`src/rtl/tx_frame_if.sv`:
```
// tx_frame_if: start/config, payload byte stream and symbol stream of the frame sequencer.
interface tx_frame_if;
    logic       start;
    logic [7:0] cfg_len;
    logic [7:0] in_data;
    logic       in_valid;
    logic       in_ready;
    logic       out_I;
    logic       out_Q;
    logic       out_valid;
    logic       out_ready;
    logic       busy;
    logic       done;
    logic       underrun;
    modport master (
        output start, cfg_len, in_data, in_valid, out_ready,
        input  in_ready, out_I, out_Q, out_valid, busy, done, underrun
    );
    modport slave (
        input  start, cfg_len, in_data, in_valid, out_ready,
        output in_ready, out_I, out_Q, out_valid, busy, done, underrun
    );
endinterface

```
`src/rtl/tx_frame_sequencer.sv`:
```
// tx_frame_sequencer: emits preamble, sync word, length and payload as 2-bit {I,Q} symbols, then a guard gap.
module tx_frame_sequencer #(
    parameter int          PREAMBLE_SYMS = 16,
    parameter logic [15:0] SYNC_WORD     = 16'hF3A0,
    parameter int          GUARD_CYCLES  = 32
) (
    input  logic      clk,
    input  logic      rst,
    tx_frame_if.slave bus
);
    localparam int CMAX0 = (PREAMBLE_SYMS > GUARD_CYCLES) ? PREAMBLE_SYMS : GUARD_CYCLES;
    localparam int CMAX  = (CMAX0 > 8) ? CMAX0 : 8;
    localparam int CW    = $clog2(CMAX);
    localparam logic [CW-1:0] PRE_LAST   = CW'(PREAMBLE_SYMS - 1);
    localparam logic [CW-1:0] SYNC_LAST  = CW'(7);
    localparam logic [CW-1:0] QUAD_LAST  = CW'(3);
    localparam logic [CW-1:0] GUARD_LAST = CW'(GUARD_CYCLES - 1);

    typedef enum logic [2:0] {IDLE, PRE, SYNC, LEN, PAY, GUARD} state_t;

    state_t        state_q, state_d;
    logic [CW-1:0] cnt_q, cnt_d;
    logic [7:0]    len_q, len_d;
    logic [7:0]    byte_q, byte_d;
    logic          full_q, full_d;
    logic [7:0]    fetched_q, fetched_d;
    logic          done_q, done_d;
    logic          underrun_q, underrun_d;

    logic        more, fire, take, last;
    logic [1:0]  sym;
    logic [15:0] sw;
    logic [7:0]  lw, bw;

    assign more          = fetched_q != len_q;
    assign bus.in_ready  = (state_q == PAY) && !full_q && more;
    assign bus.out_valid = (state_q == PRE) || (state_q == SYNC) || (state_q == LEN) || ((state_q == PAY) && full_q);
    assign bus.busy      = state_q != IDLE;
    assign bus.done      = done_q;
    assign bus.underrun  = underrun_q;
    assign fire          = bus.out_valid && bus.out_ready;
    assign take          = bus.in_ready && bus.in_valid;

    // Each field is sent MSB first: shift the current pair into the top two bits.
    assign sw  = SYNC_WORD << {cnt_q[2:0], 1'b0};
    assign lw  = len_q << {cnt_q[1:0], 1'b0};
    assign bw  = byte_q << {cnt_q[1:0], 1'b0};
    assign sym = (state_q == PRE)  ? {~cnt_q[0], cnt_q[0]} :
                 (state_q == SYNC) ? sw[15:14] :
                 (state_q == LEN)  ? lw[7:6] : bw[7:6];
    assign {bus.out_I, bus.out_Q} = bus.out_valid ? sym : 2'b00;

    assign last = (state_q == PRE)   ? cnt_q == PRE_LAST :
                  (state_q == SYNC)  ? cnt_q == SYNC_LAST :
                  (state_q == GUARD) ? cnt_q == GUARD_LAST : cnt_q == QUAD_LAST;

    always_comb begin
        state_d    = state_q;
        cnt_d      = cnt_q;
        len_d      = len_q;
        byte_d     = byte_q;
        full_d     = full_q;
        fetched_d  = fetched_q;
        done_d     = 1'b0;
        underrun_d = underrun_q;
        if (take) begin
            byte_d    = bus.in_data;
            full_d    = 1'b1;
            fetched_d = fetched_q + 8'd1;
        end
        // A symbol is owed but nothing is loaded and nothing is arriving.
        if ((state_q == PAY) && !full_q && more && !bus.in_valid) underrun_d = 1'b1;
        if ((state_q != IDLE) && (fire || (state_q == GUARD))) cnt_d = last ? '0 : cnt_q + 1'b1;
        case (state_q)
            IDLE: if (bus.start && !done_q) begin
                state_d    = PRE;
                len_d      = bus.cfg_len;
                underrun_d = 1'b0;
                fetched_d  = '0;
            end
            PRE:  if (fire && last) state_d = SYNC;
            SYNC: if (fire && last) state_d = LEN;
            LEN:  if (fire && last) state_d = (len_q != 8'd0) ? PAY : GUARD;
            PAY:  if (fire && last) begin
                full_d = 1'b0;
                if (!more) state_d = GUARD;
            end
            GUARD: if (last) begin
                state_d = IDLE;
                done_d  = 1'b1;
            end
            default: state_d = IDLE;
        endcase
    end

    always_ff @(posedge clk) begin
        if (rst) begin
            state_q    <= IDLE;
            cnt_q      <= '0;
            len_q      <= '0;
            byte_q     <= '0;
            full_q     <= 1'b0;
            fetched_q  <= '0;
            done_q     <= 1'b0;
            underrun_q <= 1'b0;
        end else begin
            state_q    <= state_d;
            cnt_q      <= cnt_d;
            len_q      <= len_d;
            byte_q     <= byte_d;
            full_q     <= full_d;
            fetched_q  <= fetched_d;
            done_q     <= done_d;
            underrun_q <= underrun_d;
        end
    end
endmodule

```
`src/flat_wrapper.sv`:
```
// flat-port wrapper written by rule: the top's interface ports become plain ports
module tx_frame_sequencer_flat 
#(
    parameter int          PREAMBLE_SYMS = 16,
    parameter logic [15:0] SYNC_WORD     = 16'hF3A0,
    parameter int          GUARD_CYCLES  = 32
)
  (clk, rst, bus_start, bus_cfg_len, bus_in_data, bus_in_valid, bus_out_ready, bus_in_ready, bus_out_I, bus_out_Q, bus_out_valid, bus_busy, bus_done, bus_underrun);
  tx_frame_if bus_i ();
  input  logic clk;
  input  logic rst;
  input wire logic [$bits(bus_i.start)-1:0] bus_start;
  input wire logic [$bits(bus_i.cfg_len)-1:0] bus_cfg_len;
  input wire logic [$bits(bus_i.in_data)-1:0] bus_in_data;
  input wire logic [$bits(bus_i.in_valid)-1:0] bus_in_valid;
  input wire logic [$bits(bus_i.out_ready)-1:0] bus_out_ready;
  output wire logic [$bits(bus_i.in_ready)-1:0] bus_in_ready;
  output wire logic [$bits(bus_i.out_I)-1:0] bus_out_I;
  output wire logic [$bits(bus_i.out_Q)-1:0] bus_out_Q;
  output wire logic [$bits(bus_i.out_valid)-1:0] bus_out_valid;
  output wire logic [$bits(bus_i.busy)-1:0] bus_busy;
  output wire logic [$bits(bus_i.done)-1:0] bus_done;
  output wire logic [$bits(bus_i.underrun)-1:0] bus_underrun;
  assign bus_i.start = bus_start;
  assign bus_i.cfg_len = bus_cfg_len;
  assign bus_i.in_data = bus_in_data;
  assign bus_i.in_valid = bus_in_valid;
  assign bus_i.out_ready = bus_out_ready;
  assign bus_in_ready = bus_i.in_ready;
  assign bus_out_I = bus_i.out_I;
  assign bus_out_Q = bus_i.out_Q;
  assign bus_out_valid = bus_i.out_valid;
  assign bus_busy = bus_i.busy;
  assign bus_done = bus_i.done;
  assign bus_underrun = bus_i.underrun;
  tx_frame_sequencer #(.PREAMBLE_SYMS(PREAMBLE_SYMS), .SYNC_WORD(SYNC_WORD), .GUARD_CYCLES(GUARD_CYCLES)) u_core (.clk(clk), .rst(rst), .bus(bus_i));
endmodule
```
`config.mk`:
```
export PLATFORM = sky130hd
export DESIGN_NAME = tx_frame_sequencer_flat
export DESIGN_NICKNAME = d
export VERILOG_FILES = /design/src/rtl/tx_frame_if.sv /design/src/rtl/tx_frame_sequencer.sv /design/src/flat_wrapper.sv
export SDC_FILE = /design/constraint.sdc
export NUM_CORES = 1
export LEC_CHECK = 0
export BUFFER_PORTS_ARGS = -buffer_cell sky130_fd_sc_hd__buf_2
export CAP_MARGIN = 20
export CORE_ASPECT_RATIO = 2
export CORE_MARGIN = 1
export CORE_UTILIZATION = 61
export CTS_CLUSTER_DIAMETER = 200
export DETAILED_ROUTE_END_ITERATION = 12
export PLACE_DENSITY = 0.88
export SYNTH_ARGS = -nofsm -noshare
export SYNTH_HDL_FRONTEND = slang
export SYNTH_SLANG_ARGS = --single-unit
```
`constraint.sdc`:
```
create_clock -name clk -period 5.9 [get_ports clk]
set_clock_uncertainty 0.15 [all_clocks]
set_input_delay 0.295 -clock clk [delete_from_list [all_inputs] [get_ports clk]]
set_output_delay 0.295 -clock clk [all_outputs]
set_load 0.1 [all_outputs]
```
* Word level (Yosys, flattened, before mapping)
Cells that the tools add are included.
Storage, ports and cells: register bits 35, input bits 21, output and inout bits 7, logic and storage cells 81
Operators by class: $add $sub $neg 2, equality and inequality tests 17, shift-type cells 3, multiplexer cells 27, bitwise logic cells 2, reductions and logical operators 22
Operators with widths (number):
- $mux 8 | 3
- $mux 3 | 7
- $pmux 3 s6 | 1
- $shl 16x4->16 const A | 1
- $shl 8x3->8 | 2
- $mux 1 | 11
- $ne 2x2->1 const B | 5
- $logic_and 1x1->1 | 9
- $add 8x1->8 const B | 1
- $mux 2 | 4
- $ne 8x8->1 | 1
- $reduce_bool 8->1 | 1
- $reduce_and 7->1 | 1
- $eq 3x2->1 const B | 2
- $eq 3x3->1 const B | 2
- $add 5x1->5 const B | 1
- $eq 5x2->1 const B | 1
- $eq 5x3->1 const B | 1
- $eq 5x4->1 const B | 1
- $eq 5x5->1 const B | 1
- $mux 5 | 1
- $logic_or 1x1->1 | 4
- $ne 2x1->1 const B | 2
- $eq 3x1->1 const B | 1
- other kinds (6) | 9

* Longest topological paths before layout
Gate-level depths: netlist of run 1.
word-level depth 8, mapped depth 7

* Least setup slack after synthesis of run 1
Ideal clock, no wire load.
path kind reg2out, start register u_core.fetched_q[0], end output port bus_in_ready, arrival time 2.821 ns, required time 5.455 ns, slack 2.634 ns, cell stages (with the launch flop) 5, path buffers 0, cells stage by stage dfxtp_1 -> xor2_1 -> nor4_1 -> and2_1 -> nor3_1
On the way: cells in the longest elaborated chain, start to end 2
RTL lines:
- from (decl) | RTL line tx_frame_sequencer.sv:26 | logic [7:0] fetched_q, fetched_d;
- from (signal assigned) | RTL line tx_frame_sequencer.sv:112 | fetched_q <= fetched_d;
- $ne 8x8->1 | RTL line tx_frame_sequencer.sv:35 | assign more = fetched_q != len_q;
- $logic_and 1x1->1 | RTL line tx_frame_sequencer.sv:36 | assign bus.in_ready = (state_q == PAY) && !full_q && more;
- to (decl) | RTL line flat_wrapper.sv:17 | output wire logic [$bits(bus_i.in_ready)-1:0] bus_in_ready;
No other way between the ends.

* Worst setup path after layout of run 1
start register u_core.state_q[2], end output port bus_out_Q
On the way: cells in the longest elaborated chain, start to end 5, elaborated cells between the ends (all ways) 12, classes of those cells eq/ne: 4; mux: 4; reduce/logical: 4
RTL lines:
- from (decl) | RTL line tx_frame_sequencer.sv:21 | state_t state_q, state_d;
- from (signal assigned) | RTL line tx_frame_sequencer.sv:107 | state_q <= state_d;
- $eq 3x2->1, or another cell as far along | RTL line tx_frame_sequencer.sv:37, tx_frame_sequencer.sv:50
- $mux 2 / $logic_or 1x1->1 (equally long branches) | RTL line tx_frame_sequencer.sv:50, tx_frame_sequencer.sv:37
- $mux 2 / $logic_or 1x1->1 (equally long branches) | RTL line tx_frame_sequencer.sv:49, tx_frame_sequencer.sv:37
- $mux 2 / $logic_or 1x1->1 (equally long branches) | RTL line tx_frame_sequencer.sv:48, tx_frame_sequencer.sv:37
- $mux 2 (*) | RTL line tx_frame_sequencer.sv:51 | assign {bus.out_I, bus.out_Q} = bus.out_valid ? sym : 2'b00;
- to (decl) | RTL line flat_wrapper.sv:19 | output wire logic [$bits(bus_i.out_Q)-1:0] bus_out_Q;
Every way passes the cells marked *; elsewhere a longest branch is shown, timed or not.

==> results.md, run 1 <==
* Clk buf depth at 2
* Period minus WS final at 2.932 ns
* Max FO, Critical Path at 19
* Clock Root Buffer: clkbuf_8
* Worst-path clk slew at 0.07 ns
* Vias in the first global route at roughly 1,700
* Worst-Margin Slew at roughly 0.84 ns
* Final worst-path cycle share at 49.70%
* Yosys warning count at 0
* Drt initial violations at 49
* Crit Path Class: register to output port
* Die area at 3505 um2
* Synthesized Nets at 253
* Post-synth top flop: dfxtp_1
* GPL Wtd Cong at 0.8756
* Max-cap violations at 0
* Final cell count without fillers at around 280
* Ports at 28
* Post-route cell area at roughly 2200 um2
* Placement Setup Slack at 3.309 ns
* Later-pin clock latency in the skew report at 0.29 ns
* Number of diodes at 0
* DR vias at 1,790
* First-pass GRT wire length at 7272 um
* Post-Syn Area at 1988 um2
* Total gr overflow at 0
* Placed Area at 2125 um2
* Final core area utilization at 71.37%
* Leak pwr at 0.9440 nW
* Worst EP required at 5.45 ns
* CTS H-tree lvls at 2
* Max VDD drop at ~0.00026 V
* Final WL at ~4600 um
* Worst reg2reg setup slack at 3.55 ns
* FP Rows at 29
* Final hold vios at 0
* #FFs+latches synth at 35
* PortBufs at 27
* Critical path startpoint: u_core.state_q[2]
* Unrepaired setup endpoints after global routing: no
* Hold buffer count at CTS at 0
* Arrival time worst endpoint at 2.49 ns
* Status: completed
* CTS Buf Count at 5
* Post-DP HPWL at ~3400 um
* Die Y at 82.74 um
* GRT Overall Usage at 27.60%
* Initial Utilization at 63.71%
* Max Slew Vio Count at 0
* Largest net degree at the start of global routing at 32
* Power Density at 261.6 nW/um2
* Worst setup path end: bus_out_Q
* Fmax achieved at 341.0 MHz
* Post-synthesis sequential area ratio at a little over a third
* Final ANT Viol Nets at 0
* Worst setup EP type: output port
* CTS tree: yes
* Area leader, netlist: dfxtp_1
* Initial antenna violation count at 0
* Post-synth top area share at 35.24%
* CP startpoint kind: register
* Reg2Reg Capture Point: u_core.state_q[0]
* Post-cts repair resize count at 0
* Syn Inst Count at between 200 and 250
* Synthesis-to-finish area growth at 12.02%
* Async SR Flop Fraction at 0%
* Slew HR at 43.68%
* DR pass1 iterations at 4
* Count of distinct cell types in the synthesized netlist at 48
* Share of cells above drive strength 1 at 18.25%
* Core ar. at between 3000 and 4000 um2
* Residual DRC at 0
* Reg-to-reg startpoint: u_core.state_q[0]
* Final WS setup at 2.968 ns
* Setup TNS at 0 ns
* Synth Area per Inst at just under 9 um2
* Reg2reg path depth at 5
* Clock sink count at 35
* Placed Instances at 276
* Post-CTS Setup Inserts at 0
* Final setup violation count at 0
* Final-stage net count at around 280
* Dominant cells by area after synthesis: dfxtp_1, mux2i_1, nor2_1
* Hold/Removal Path Class: primary input to register
* Chip Width at 42.37 um
* DR vias/cell at roughly 6.3
* Post-synth EDFFs at 0
* Post-DR wirelength/cell at 16.24 um
## per-layer routing
| layer | global-route usage [%] | up-vias | share of wire (%) |
|---|---|---|---|
| li1 | - | 862 | - |
| met1 | 26.40 | 841 | 36 |
| met2 | 52.62 | 64 | 56 |
| met3 | 5.000 | 23 | 3.7 |
| met4 | 17.19 | 0 | 4.7 |
| met5 | 0 | - | 0 |
## where the power goes
part | switching [mW] | internal [mW] | total, mW
sequential | 0.0176 | 0.244 | 0.262
combinational | 0.0750 | 0.0384 | 0.113
clock | 0.0837 | 0.124 | 0.207
## registers in the layout, summed over array words and instances (netlist names)
signal,cells
u_core.bus.done,1
u_core.bus.underrun,1
u_core.byte_q,8
u_core.cnt_q,5
u_core.fetched_q,8
u_core.full_q,1
u_core.len_q,8
u_core.state_q,3
## cell type report
type,instances,area [um2]
sequential,35,700.7
multi-input combinational,177,1224
timing repair buffer,28,142.6
inverter,5,18.77
fill,270,893.4
clock inverter,1,30.03
tap,31,38.79
clock buffer,6,72.57
## stage by stage
| step | hold WS (ns) | total power, mW |
|---|---|---|
| global placement | 0.2941 | 0.3758 |
| CTS | 0.08778 | 0.5840 |
| detailed placement | 0.3039 | 0.3787 |
| global route | 0.09567 | 0.6016 |
| floorplan | 0.2889 | 0.3524 |
| finish | 0.08366 | 0.5827 |
## Yosys cell counts, types with 2 or more instances
cell type and n:
a31oi_1 3, and3_1 3, nand2_1 24, a31o_2 3, inv_1 5, nand3b_1 2
a21oi_1 12, nand2b_1 4, mux4_2 4, nor4_1 3, o21ai_0 2, dfxtp_1 35
nor2_1 33, and2_1 2, nand4b_1 2, a21o_1 3, nor3_1 7, buf_2 4
o22ai_1 2, mux2i_1 23, o21a_1 3, clkbuf_1 6, or3_1 4, xor2_1 8
a211oi_1 2, nor2b_1 2, nand4_1 2, ha_1 3, nand3_1 4
## kinds of logic (layout without fill, tap and decap cells)
kind of cell,count (synthesis),count (layout),share of synthesized area [%]
compound gates,40,40,14.60
xor+xnor,9,9,3.965
mux,27,27,16.11
buf+inv,17,40,3.839
fa+ha+maj,3,3,1.888
flops,35,35,35.24
simple gates,98,98,24.35
## how the worst min path moves through the flow
stage / start / to / cells after the start / slack, ns
6_report: bus_in_data[3] / u_core.byte_q[3] / 3 / 0.08
5_1_grt: bus_in_data[7] / u_core.byte_q[7] / 3 / 0.1
4_1_cts: bus_in_data[3] / u_core.byte_q[3] / 3 / 0.09
3_5_place_dp: u_core.bus.underrun / u_core.bus.underrun / 1 / 0.30
3_3_place_gp: u_core.bus.underrun / u_core.bus.underrun / 1 / 0.29
2_1_floorplan: bus_cfg_len[0] / u_core.len_q[0] / 2 / 0.29
## layout by cell type, fill, tap and decap left out, types with 5 or more instances in the layout
cell type / netlist / layout
a21oi_1: 12 / 12
buf_2: 4 / 27
clkbuf_8: 0 / 5
dfxtp_1: 35 / 35
inv_1: 5 / 5
mux2i_1: 23 / 23
nand2_1: 24 / 24
nor2_1: 33 / 33
nor3_1: 7 / 7
xor2_1: 8 / 8
## critical path, stage by stage (launching register included)
cell     delay [ns]
dfxtp_1        0.69
nor2b_1        0.15
nand2_1        0.25
mux4_2         0.54
mux2i_1        0.15
o22ai_1        0.10
buf_2          0.32
No activity file was read; power rests on OpenSTA's default activity.
==> run 2: changes to the inputs <==
--- a/config.mk
+++ b/config.mk
@@ -9,10 +9,10 @@
 export CAP_MARGIN = 20
 export CORE_ASPECT_RATIO = 2
 export CORE_MARGIN = 1
-export CORE_UTILIZATION = 61
+export CORE_UTILIZATION = 51
 export CTS_CLUSTER_DIAMETER = 200
 export DETAILED_ROUTE_END_ITERATION = 12
-export PLACE_DENSITY = 0.88
+export PLACE_DENSITY = 0.79
 export SYNTH_ARGS = -nofsm -noshare
 export SYNTH_HDL_FRONTEND = slang
 export SYNTH_SLANG_ARGS = --single-unit
==> constraint.sdc (replaced) <==
create_clock -name clk -period 2.4 [get_ports clk]
set_clock_uncertainty 0.15 [all_clocks]
set_input_delay 0.12 -clock clk [delete_from_list [all_inputs] [get_ports clk]]
set_output_delay 0.12 -clock clk [all_outputs]
set_load 0.1 [all_outputs]
==> run 2 against run 1 <==
- via count increased by 2.5%
- cell count increased by 15%
- clock power increased to 2.7 times the previous value
- global-route usage increased by 0.43 points
- register-to-register slack got worse by 3.2 ns
- non-clock buffer count increased by 24
- setup slack got worse by 2.8 ns
- sequential power increased by 140%
- wire length increased by 10%
- total power increased to 2.6 times the previous value
- worst hold slack improved by 0.022 ns
- count of clock-buffer cells in the layout decreased by 1
- critical path type unchanged
==> results.md, run 2 (same netlist as run 1, synthesis figures left out) <==
* Fillers at 299 (+11%)
* Hold/Removal Path Class: primary input to register
* Final hold vios at 0 (unchanged)
* Die area at 4167 um2 (+19%)
* Placed Area at 2235 um2 (+5.2%)
* CTS Buf Count at 5 (unchanged)
* Reg2reg path depth at 5 (unchanged)
* Hold endpoint: u_core.state_q[0]
* Hold path cells at 3 (unchanged)
* Critical-path top delay cell: mux4_2
* Worst EP required at 2.13 ns (-3.32 ns)
* Largest net degree at the start of global routing at 27 (-16%)
* Total gr overflow at 0 (unchanged)
* Status: completed
* Post-DP HPWL at 3591 um (+6.0%)
* Worst path cell trace: nor2b_1 > nand2_2 > mux4_2 > mux2i_1 > o22ai_2 > buf_4
* Final core area utilization at 69.10% (-2.3 points)
* Met1 Track Usage GR at 29.76% (+3.4 points)
* Drt initial violations at 55 (+12%)
* Post-CTS Setup Inserts at 0 (unchanged)
* Number of diodes at 0 (unchanged)
* Share of cells above drive strength 1 at 22.38% (+4.1 points)
* Setup TNS at 0 ns (unchanged)
* Core ar. at 3685 um2 (+18%)
* Worst setup EP type: output port
* Final-stage net count at 300 (+8.7%)
* Most frequent cells in the layout: nor2_1, dfxtp_1, buf_2
* Max FO, Critical Path at 7 (-12)
* Grt peak-use layer: met2
* DR vias at 1,834 (+2.5%)
* Crit Path Class: register to output port
* Clk buf depth at 2 (unchanged)
* CTS H-tree lvls at 2 (unchanged)
* Die Y at 90.30 um (+9.1%)
* Placed Instances at 300 (+8.7%)
* Initial Utilization at 53.96% (-9.8 points)
* Slew HR at 47.62% (+3.9 points)
* Commonest non-fill, non-tap cell in the layout: nor2_1
* CTS tree: yes
* Max stage delay on crit path at 0.44 ns (-0.25 ns)
* Later-pin clock latency in the skew report at 0.30 ns (about the same)
* Max Slew Vio Count at 0 (unchanged)
* DR vias/cell at 5.626 (-11%)
* Initial antenna violation count at 0 (unchanged)
* Hold_sp: bus_out_ready
* Met2 Use GR at 49.77% (-2.9 points)
* Ports at 28 (unchanged)
* Worst-Margin Slew at 0.7857 ns (-0.05131 ns)
* Unrepaired setup endpoints after global routing: no
* Reg2Reg Capture Point: u_core.cnt_q[3]
* Worst-path clk slew at 0.08 ns (about the same)
* Clock Root Buffer: clkbuf_8
* DR pass1 iterations at 5 (+1)
* Final ANT Viol Nets at 0 (unchanged)
* Final worst-path cycle share at 94.26%
* Leak pwr at 1.069 nW (+13%)
* Vias in the first global route at 1,857 (+11%)
* Storage cell area at 704.4 um2 (+0.54%)
* Final setup violation count at 0 (unchanged)
* First-pass GRT wire length at 8569 um (+18%)
* Synthesis-to-finish area growth at 28.07%
* Post-DR wirelength/cell at 15.55 um (-4.2%)
* Worst reg2reg setup slack at 0.32 ns (-3.23 ns)
* Residual DRC at 0 (unchanged)
* CP startpoint kind: register
* Period minus WS final at 2.262 ns
* Power Density at 600.8 nW/um2 (+130%)
* Reg-to-reg startpoint: u_core.state_q[0]
* M3 GR Usage at 5.000% (unchanged)
* Post-route cell area at 2546 um2 (+14%)
* Fmax achieved at roughly 440 MHz
* Area occupied by multi-input gates at 1247 um2 (+1.9%)
* Clock sink count at 35 (unchanged)
* Chip Width at 46.15 um (+8.9%)
* GPL Wtd Cong at 0.8523 (-2.7%)
* Largest regs: u_core.byte_q x8, u_core.fetched_q x8, u_core.len_q x8
* Final WL at 5070 um (+10%)
* PortBufs at 27 (unchanged)
* FP Rows at 31 (+6.9%)
* GRT Overall Usage at 28.03% (+0.43 points)
* Max-cap violations at 0 (unchanged)
* Max VDD drop at 0.0006058 V (+130%)
* Final cell count without fillers at 326 (+15%)
* Arrival time worst endpoint at 1.99 ns (-0.50 ns)
run 2: area by class of cell:
| cell class | instances | area share (%) |
|---|---|---|
| clock inverters | 3 | 1.867 |
| repair buffers | 52 | 15.63 |
| well taps | 49 | 2.408 |
| inverters | 5 | 0.7371 |
| multi-input cells | 177 | 48.99 |
| flip-flops and latches | 35 | 27.67 |
| clock buffers | 5 | 2.703 |
run 2: worst max-delay path by stage:
| stage | slack, ns | end | cells past startpoint | startpoint |
|---|---|---|---|---|
| floorplan | 0.08 | bus_out_valid | 3 | u_core.state_q[2] |
| global placement | 0.30 | bus_out_Q | 6 | u_core.state_q[1] |
| detailed placement | 0.28 | bus_out_Q | 6 | u_core.state_q[1] |
| CTS | 0.007 | bus_out_Q | 6 | u_core.state_q[1] |
| global route | 0.02 | bus_out_Q | 6 | u_core.state_q[1] |
| finish | 0.14 | bus_out_Q | 6 | u_core.state_q[1] |
run 2: what timing repair did:
action / CTS / global route
hold buffers: 18 / 0
endpoints found under the hold margin: 18 / 0
gates resized for setup: 1 / 5
setup endpoints to repair: 1 / 3
run 2: worst max-delay path: cells and delay by family, from the launching register on:
kind	cells	cell delay, ns
flip-flops	1	0.40
buffers and inverters	1	0.23
multiplexers	2	0.63
AND/OR/NAND/NOR	2	0.36
AO/OA/AOI/OAI	1	0.08
run 2: through the flow:
stage	setup WS [ns]	hold WS, ns	power [mW]
6_report	0.1377	0.1057	1.530
5_1_grt	0.01942	0.1326	1.591
4_1_cts	0.006934	0.09968	1.535
3_5_place_dp	0.2793	0.2071	0.9577
3_3_place_gp	0.3022	0.1978	0.9530
2_1_floorplan	0.08119	0.1139	0.8692
run 2: metal layers:
metal | up-vias | part of all wire, %
met3 | 7 | 1.8
met2 | 27 | 58
met4 | 0 | 2.2
li1 | 917 | -
met1 | 883 | 38
met5 | - | 0
run 2: where the power goes:
part | internal [mW] | total [mW] | switching [mW]
clock network | 0.315 | 0.555 | 0.240
registers | 0.600 | 0.635 | 0.0351
logic | 0.133 | 0.339 | 0.206
==> run 3: changes to the inputs <==
--- a/config.mk
+++ b/config.mk
@@ -12,6 +12,7 @@
 export CORE_UTILIZATION = 51
 export CTS_CLUSTER_DIAMETER = 200
 export DETAILED_ROUTE_END_ITERATION = 12
+export HOLD_SLACK_MARGIN = 0.12
 export PLACE_DENSITY = 0.79
 export SYNTH_ARGS = -nofsm -noshare
 export SYNTH_HDL_FRONTEND = slang
==> run 3 against run 2 <==
- clock power barely moved
- die area did not move
- critical path depth did not move
- register-to-register slack barely moved
- global-route usage barely moved
- count of clock-buffer cells in the layout did not move
- largest cell class unchanged
==> results.md, run 3 (same netlist as run 1, synthesis figures left out) <==
* Largest regs: u_core.byte_q x8, u_core.fetched_q x8, u_core.len_q x8
* Largest net degree at the start of global routing at 27 (unchanged)
* Share of cells above drive strength 1 at 22.30% (-0.081 points)
* Final core area utilization at 69.37% (+0.27 points)
* Total gr overflow at 0 (unchanged)
* Later-pin clock latency in the skew report at 0.30 ns (about the same)
* Hold/Removal Path Class: primary input to register
* Register share of total power at 41.5% (about the same)
* GRT Overall Usage at 27.99% (-0.038 points)
* Slew HR at 47.62% (about the same)
* Ports at 28 (unchanged)
* Setup TNS at 0 ns (unchanged)
* Die Y at 90.30 um (unchanged)
* Clock Root Buffer: clkbuf_8
* Drt initial violations at 49 (-11%)
* Leak pwr at 1.073 nW (+0.39%)
* Worst-path clk slew at 0.08 ns (about the same)
* CTS tree: yes
* CTS H-tree lvls at 2 (unchanged)
* Critical-path top delay cell: mux4_2
* Power Density at 598.9 nW/um2 (-0.32%)
* Initial Utilization at 53.96% (unchanged)
* Max stage delay on crit path at 0.44 ns (about the same)
* Fin Hold WS at 0.3108 ns (+0.2051 ns)
* Final WS setup at 0.1379 ns (+0.0002480 ns)
* GPL Wtd Cong at 0.8523 (unchanged)
* Placed Area at 2235 um2 (unchanged)
* Final WL at 5071 um (about the same)
* Internal at 1.049 mW (+0.10%)
* Crit-path leading delay family: multiplexers
* Clock sink count at 35 (unchanged)
* Final worst-path cycle share at 94.25% (about the same)
* Crit path buffers/inverters at 1 (unchanged)
* PortBufs at 27 (unchanged)
* Placed Instances at 300 (unchanged)
* DR pass1 iterations at 4 (-1)
* Post-DP HPWL at 3591 um (unchanged)
* CP startpoint kind: register
* Max FO, Critical Path at 7 (unchanged)
* Max Slew Vio Count at 0 (unchanged)
* Status: completed
* Worst setup EP type: output port
* DR vias/cell at 5.642 (+0.29%)
* Final cell count without fillers at 327 (+0.31%)
* Period minus WS final at 2.262 ns (-0.0002480 ns)
* Unrepaired setup endpoints after global routing: no
* Final hold vios at 0 (unchanged)
* First-pass GRT wire length at 8562 um (about the same)
* Comb power frac at 22.3% (about the same)
* Power, Total at 1.531 mW (about the same)
* Fmax achieved at 442.1 MHz (about the same)
* Crit Path Class: register to output port
* Placement Setup Slack at 0.2793 ns (unchanged)
* Die area at 4167 um2 (unchanged)
* DR vias at 1,845 (+0.60%)
* Worst-Margin Slew at 0.7857 ns (-0.00001258 ns)
* FP Rows at 31 (unchanged)
* Clock power frac at 36.2% (about the same)
* Most frequent cells in the layout: nor2_1, dfxtp_1, buf_2
* Net switching power at 0.4815 mW (about the same)
* Post-route cell area at 2556 um2 (+0.39%)
* Max VDD drop at 0.0006058 V (about the same)
* Arrival time worst endpoint at 1.99 ns (about the same)
* CTS Buf Count at 5 (unchanged)
* Final ANT Viol Nets at 0 (unchanged)
* Max-cap violations at 0 (unchanged)
* Vias in the first global route at 1,864 (+0.38%)
* Clk buf depth at 2 (unchanged)
* Switching fraction of total power at 31.45% (about the same)
* Worst EP required at 2.13 ns (about the same)
* Initial antenna violation count at 0 (unchanged)
* Final-stage net count at 301 (+0.33%)
* Post-DR wirelength/cell at 15.51 um (-0.29%)
* Chip Width at 46.15 um (unchanged)
* Final setup violation count at 0 (unchanged)
* Residual DRC at 0 (unchanged)
* Number of diodes at 0 (unchanged)
* Worst path cell trace: nor2b_1 > nand2_2 > mux4_2 > mux2i_1 > o22ai_2 > buf_4
* Core ar. at 3685 um2 (unchanged)
* Commonest non-fill, non-tap cell in the layout: nor2_1
* Synthesis-to-finish area growth at 28.57%
## run 3: changes by cell type in the layout (fill, tap and decap cells not counted), sizes merged
| cell | previous run | this run |
|---|---|---|
| dlygate4sd3 | 18 | 19 |
## run 3: what timing repair did
action                     CTS  global route
buffers inserted             0             0
resized for setup            1             5
setup endpoints to repair    1             3
hold endpoints to repair    20             0
gates cloned                 0             0
hold buffers                19             0
## run 3: power groups by stage
stage,registers [mW],logic (mW),clock network (mW)
after floorplan,0.631,0.238,0
after global placement,0.646,0.307,0
after detailed placement,0.647,0.311,0
after CTS,0.633,0.335,0.568
after global routing,0.638,0.366,0.589
final,0.636,0.341,0.555
## run 3: final timing paths
path / startpoint / endpoint / slack [ns] / depth (start not counted)
max: u_core.state_q[1] / bus_out_Q / 0.14 / 6
min: bus_start / u_core.fetched_q[1] / 0.31 / 5
max reg2reg: u_core.state_q[0] / u_core.cnt_q[3] / 0.32 / 5
min reg2reg: u_core.bus.underrun / u_core.bus.underrun / 0.31 / 1
## run 3: area by class of cell
class / instances / area (um2)
sequential: 35 / 704.4
clock inverter: 3 / 47.55
clock buffer: 5 / 68.82
timing repair buffer: 53 / 407.9
tap: 49 / 61.31
inverter: 5 / 18.77
multi-input combinational: 177 / 1247
fill: 298 / 1129
## run 3: per-layer routing
metal / track usage (%) / part of all wire, % / up-vias
li1: - / - / 919
met2: 49.77 / 58 / 29
met3: 5.000 / 2.1 / 7
met4: 12.01 / 2.2 / 0
met5: 0 / 0 / -
met1: 29.63 / 38 / 890
## run 3: worst min-delay path, cell delays in order
cell      delay [ns]
buf_2           0.09
nor2b_1         0.15
nand2_1         0.12
nand2b_1        0.12
nor2_1          0.11
